$ cat src/rtl/data_types_pkg.sv
// Shared types for the byte-level packet format: FSM states, decoded header fields and
// the reserved type code.
package data_types_pkg;

    typedef enum logic [1:0] {
        STATE_IDLE,
        STATE_PAYLOAD,
        STATE_DONE
    } state_e;

    typedef struct packed {
        logic [3:0] header;
        logic [1:0] type_field;
    } packet_s;

    localparam logic [1:0] TYPE_RSVD = 2'b11;

    // Header byte layout: [7:4] header nibble, [3:2] type, [1:0] payload length - 1.
    function automatic packet_s decode_header(input logic [7:0] hdr_byte);
        packet_s pkt;
        pkt.header     = hdr_byte[7:4];
        pkt.type_field = hdr_byte[3:2];
        return pkt;
    endfunction

endpackage

$ cat src/rtl/data_types_unpacker.sv
// Receive side of the byte-level packet format. Takes a header byte followed by 1..4
// payload bytes, sums the payload, and presents one decoded result per packet until the
// downstream consumer accepts it.
module data_types_unpacker
    import data_types_pkg::*;
#(
    parameter int unsigned P_INT       = 10,
    parameter int unsigned P_MAX_BYTES = 4
) (
    input  logic        i_clk,
    input  logic        i_rst_n,
    input  logic        i_valid,
    output logic        o_ready,
    input  logic [7:0]  i_data,
    output logic        o_valid,
    input  logic        i_ready,
    output logic [3:0]  o_header,
    output logic [1:0]  o_type,
    output logic [2:0]  o_len,
    output logic [15:0] o_result,
    output logic        o_err
);

    localparam logic [15:0] IntOffset = 16'(P_INT);

    state_e      state_q, state_d;
    packet_s     pkt_q;
    logic [2:0]  remaining_q;
    logic [2:0]  index_q;
    logic [15:0] acc_q;
    logic [7:0]  payload_buf [0:P_MAX_BYTES-1];

    logic        accept;
    logic        last_byte;
    logic [15:0] byte_ext;

    // Handshake decode and next-state selection.
    always_comb begin
        state_d   = state_q;
        o_ready   = (state_q != STATE_DONE);
        accept    = i_valid && o_ready;
        last_byte = (index_q == (remaining_q - 3'd1));
        byte_ext  = {8'd0, i_data};
        unique case (state_q)
            STATE_IDLE: begin
                if (accept) state_d = STATE_PAYLOAD;
            end
            STATE_PAYLOAD: begin
                if (accept && last_byte) state_d = STATE_DONE;
            end
            STATE_DONE: begin
                if (i_ready) state_d = STATE_IDLE;
            end
            default: state_d = STATE_IDLE;
        endcase
    end

    // State register.
    always_ff @(posedge i_clk or negedge i_rst_n) begin
        if (!i_rst_n) state_q <= STATE_IDLE;
        else          state_q <= state_d;
    end

    // Header capture, payload buffering, accumulation and the registered result.
    always_ff @(posedge i_clk or negedge i_rst_n) begin
        if (!i_rst_n) begin
            pkt_q       <= '0;
            remaining_q <= '0;
            index_q     <= '0;
            acc_q       <= '0;
            o_valid     <= 1'b0;
            o_header    <= '0;
            o_type      <= '0;
            o_len       <= '0;
            o_result    <= '0;
            o_err       <= 1'b0;
            for (int i = 0; i < int'(P_MAX_BYTES); i++) payload_buf[i] <= '0;
        end else begin
            unique case (state_q)
                STATE_IDLE: begin
                    if (accept) begin
                        pkt_q       <= decode_header(i_data);
                        remaining_q <= {1'b0, i_data[1:0]} + 3'd1;
                        acc_q       <= '0;
                        index_q     <= '0;
                    end
                end
                STATE_PAYLOAD: begin
                    if (accept) begin
                        payload_buf[index_q[1:0]] <= i_data;
                        acc_q                     <= acc_q + byte_ext;
                        index_q                   <= index_q + 3'd1;
                        if (last_byte) begin
                            // Wraps mod 2^16 when the payload sum is below the offset.
                            o_result <= acc_q + byte_ext - IntOffset;
                            o_len    <= remaining_q;
                            o_header <= pkt_q.header;
                            o_type   <= pkt_q.type_field;
                            o_err    <= (pkt_q.type_field == TYPE_RSVD);
                            o_valid  <= 1'b1;
                        end
                    end
                end
                STATE_DONE: begin
                    if (i_ready) o_valid <= 1'b0;
                end
                default: ;
            endcase
        end
    end

    // The buffered bytes are kept for observation; the result comes from the accumulator.
    logic unused_buf;
    always_comb begin
        unused_buf = 1'b0;
        for (int i = 0; i < int'(P_MAX_BYTES); i++) begin
            unused_buf = unused_buf ^ (^payload_buf[i]);
        end
    end

endmodule

$ cat config.mk
export PLATFORM = sky130hd
export DESIGN_NAME = data_types_unpacker
export DESIGN_NICKNAME = d
export VERILOG_FILES = /design/src/rtl/data_types_pkg.sv /design/src/rtl/data_types_unpacker.sv
export SDC_FILE = /design/constraint.sdc
export NUM_CORES = 1
export LEC_CHECK = 0
export BUFFER_PORTS_ARGS = -buffer_cell sky130_fd_sc_hd__buf_2
export CAP_MARGIN = 5
export CORE_MARGIN = 3
export CORE_UTILIZATION = 46
export CTS_BUF_LIST = sky130_fd_sc_hd__clkbuf_2 sky130_fd_sc_hd__clkbuf_4 sky130_fd_sc_hd__clkbuf_8
export DETAILED_ROUTE_END_ITERATION = 10
export GPL_TIMING_DRIVEN = 0
export PLACE_DENSITY = 0.71
export SETUP_SLACK_MARGIN = 0.3
export SYNTH_ARGS = -nofsm -noshare
export SYNTH_HDL_FRONTEND = slang
export SYNTH_SLANG_ARGS = --single-unit
export TNS_END_PERCENT = 1
$ cat constraint.sdc
create_clock -name i_clk -period 4.05 [get_ports i_clk]
set_input_delay 1.215 -clock i_clk [delete_from_list [all_inputs] [get_ports i_clk]]
set_output_delay 1.215 -clock i_clk [all_outputs]
set_load 0.05 [all_outputs]
==> results_dict.tcl <==
set metrics [dict create \
    seqCellArea_sq_um 1430 \
    vias 2447 \
    pwr-share-seq_pct 28.1 \
    outcome "finished clean" \
    start_util_pct 47.8 \
    p_int_mw 1.78 \
    maxSlewViolCount 0 \
    synthTopCellsByCount "nand2_1 (76), dfrtp_1 (57), o21ai_0 (34), nor2_1 (20), xnor2_1 (14)" \
    vias_per_cell 5.27 \
    swShare_pct 47.8 \
    diodes 0 \
    grt_pass1_wl_mm 11.4 \
    synth_area_sq_um 3070 \
    synth_nets 357 \
    cts_tree "yes" \
    p_switching_mw 1.63 \
    cts_buffer_depth 2 \
    finalCriticalPeriod_ns 3.63 \
    stdcell_count 464 \
    grt_usage_pct 19.2 \
    total_power_mw 3.41 \
    drc 0 \
    fp.dieW_um 87.7 \
    die_area_sq_um 7700 \
    die_h_um 87.7 \
    fmax_ghz 0.276 \
    critPathRequiredTime_ns 4.31 \
    yosys.area.top_type "dfrtp_1" \
    synth_seq_area_share_pct 46.4 \
    rsz0062_at_grt "false" \
    fin_area_sq_um 3610 \
    io_buffers 39 \
    grt_overflow 0 \
    synthCells 332 \
    drive_gt1_share_pct 18.9 \
    dp_hpwl_mm 4.97 \
    yosys.area.top_type_share_pct 46.4 \
    synth_area_per_cell_sq_um 9.26 \
    multi_input_area_sq_um 1580 \
    clk_latency_ns 0.34 \
    cts.sinks 57 \
    htree_levels 3 \
    synth_edf_count 0 \
    path_max_fanout 6 \
    clock_power_share_pct 16.7 \
    final_util_pct 56.2 \
    drt_iter0_markers 141 \
    dr.pass1.iters 4 \
    cp.arrival_ns 3.89 \
    start_kind "primary input" \
    core_area_sq_um 6420 \
    yosysMostFrequentCell "nand2_1" \
    fin_crit_sh_pct 89.6 \
    n_fill_cell 581 \
    grt_max_degree 58 \
    hold_viol 0 \
    setup_viol 0 \
    finalWirelength_mm 6.75 \
    gp_congestion 0.877 \
    slew_headroom_pct 53.2 \
    ys_seq_elements 57 \
    cp-end-kind "flop" \
    yosys-top-cells-area "dfrtp_1 (46%), nand2_1 (9.3%), o21ai_0 (5.5%)" \
    place_inst 448 \
    synth.distinct_cells 42 \
    root_buffer "clkbuf_8" \
    skew_ns 0.00868 \
    place_area_sq_um 3360 \
    cap_violations 0 \
    synth-main-ff-cell "dfrtp_1" \
    ir_drop_mv 0.320 \
    area.growth.synth_to_final_pct 17.4 \
    drt-wirelength-per-cell_um 14.6 \
    core.rowCount 29 \
    comb_power_share_pct 55.2 \
    hold_class "reg2reg" \
    grt_pass1_vias 2349 \
    crit_type "in2reg" \
    path_clk_slew_ns 0.06 \
    synthArstFlopShare_pct 100 \
    fin_nets 407 \
    yosys_warnings 0 \
    power_leakage_nw 1.76 \
    ios 40 \
    cts-buffers-inserted 9 \
    antenna_found_initial 0 \
    pwr_density_cell_nw_per_um2 945 \
    tightest_slew_ns 0.702 \
    ant_nets 0 \
]
placed cells by master (no fill, tap or decap), drive strengths merged, types with 4 or more instances in the layout:
cell	Yosys	layout
o21ai	36	36
o211ai	4	4
nand3	7	7
nor3	6	6
mux2	7	7
buf	2	41
a21oi	11	11
a21o	6	6
ha	12	12
xnor2	14	14
inv	11	11
xor2	13	13
dfrtp	57	57
clkbuf	11	25
nand2	76	76
nor2	20	20
and3	4	4
layout make-up:
| type | count | area share [%] |
|---|---|---|
| Buffer | 13 | 1.39 |
| Clock buffer | 14 | 4.99 |
| Clock inverter | 2 | 0.971 |
| Inverter | 11 | 1.14 |
| Multi-Input combinational cell | 251 | 43.8 |
| Sequential cell | 57 | 39.5 |
| Tap cell | 77 | 2.67 |
| Timing Repair Buffer | 39 | 5.48 |
sequential cells by signal, indices dropped and copies added, names as in the netlist:
| name | flops |
|---|---|
| acc_q | 16 |
| index_q | 3 |
| o_err | 1 |
| o_header | 4 |
| o_len | 3 |
| o_result | 16 |
| o_type | 2 |
| o_valid | 1 |
| pkt_q | 6 |
| remaining_q | 3 |
| state_q | 2 |
cell families (layout without fill, tap and decap cells):
family	count (synthesis)	after routing	share of synthesized area, %
muxes	9	9	3.22
AOI/OAI and AO/OA	74	74	15.4
xor gates and xnor gates	27	27	7.94
DFF	57	57	46.4
buffers and inverters	24	79	2.97
and+or+nand+nor	128	128	18.5
adders and majority gates	13	13	5.54
metrics by stage:
| step | TNS (ns) | worst slack, ns | hold slack [ns] |
|---|---|---|---|
| 6_report | 0 | 0.421 | 0.457 |
| 5_1_grt | 0 | 0.274 | 0.494 |
| 4_1_cts | 0 | 0.359 | 0.468 |
| 3_5_place_dp | -0.0680 | -0.0680 | 0.453 |
| 3_3_place_gp | 0 | 0.0497 | 0.447 |
| 2_1_floorplan | 0 | 0.450 | 0.435 |
power by group through the flow:
stage,Clock (mW),Sequential [mW],Combinational [mW]
floorplan,0,1.31,1.08
global placement,0,0.959,1.81
detailed placement,0,0.969,1.85
CTS,0.576,0.960,1.86
global route,0.607,0.990,2.07
finish,0.568,0.959,1.88
timing repair:
item | in CTS | in global routing
hold buffers | 0 | 0
gates resized for setup | 1 | 2
pin swaps | 0 | 1
setup endpoints to repair | 1 | 1
buffers inserted | 0 | 0
per-layer routing:
| layer | GRT usage (%) | vias to the layer above | wire length (um) |
|---|---|---|---|
| met5 | 0 | - | 0 |
| met4 | 6.56 | 0 | 74 |
| met3 | 4.99 | 7 | 263 |
| met2 | 30.7 | 44 | 3300 |
| met1 | 25.3 | 1165 | 3120 |
| li1 | - | 1231 | - |
critical path, cell delays in order:
cell,delay (ns)
buf_2,0.11
ha_1,0.19
inv_1,0.07
fa_1,0.41
nand2b_1,0.21
a21oi_1,0.23
o21ai_1,0.26
xnor2_2,0.32
nor2_1,0.08
and3_1,0.20
buf_2,0.15
a311o_1,0.35
o211ai_1,0.09
worst paths after layout:
check / start / endpoint / slack [ns] / cells after the start
min in group asynchronous: i_rst_n / o_len[2]$_DFFE_PN0P_ / 0.92 / 1
hold reg to reg: pkt_q[5]$_DFFE_PN0P_ / o_header[3]$_DFFE_PN0P_ / 0.46 / 2
max in group asynchronous: i_rst_n / acc_q[12]$_DFFE_PN0P_ / 2.66 / 1
setup / recovery: i_data[0] / o_result[14]$_DFFE_PN0P_ / 0.42 / 13
setup reg to reg: acc_q[0]$_DFFE_PN0P_ / o_result[14]$_DFFE_PN0P_ / 1.06 / 12
hold / removal: pkt_q[5]$_DFFE_PN0P_ / o_header[3]$_DFFE_PN0P_ / 0.46 / 2
Power figures use the tool's default switching activity.
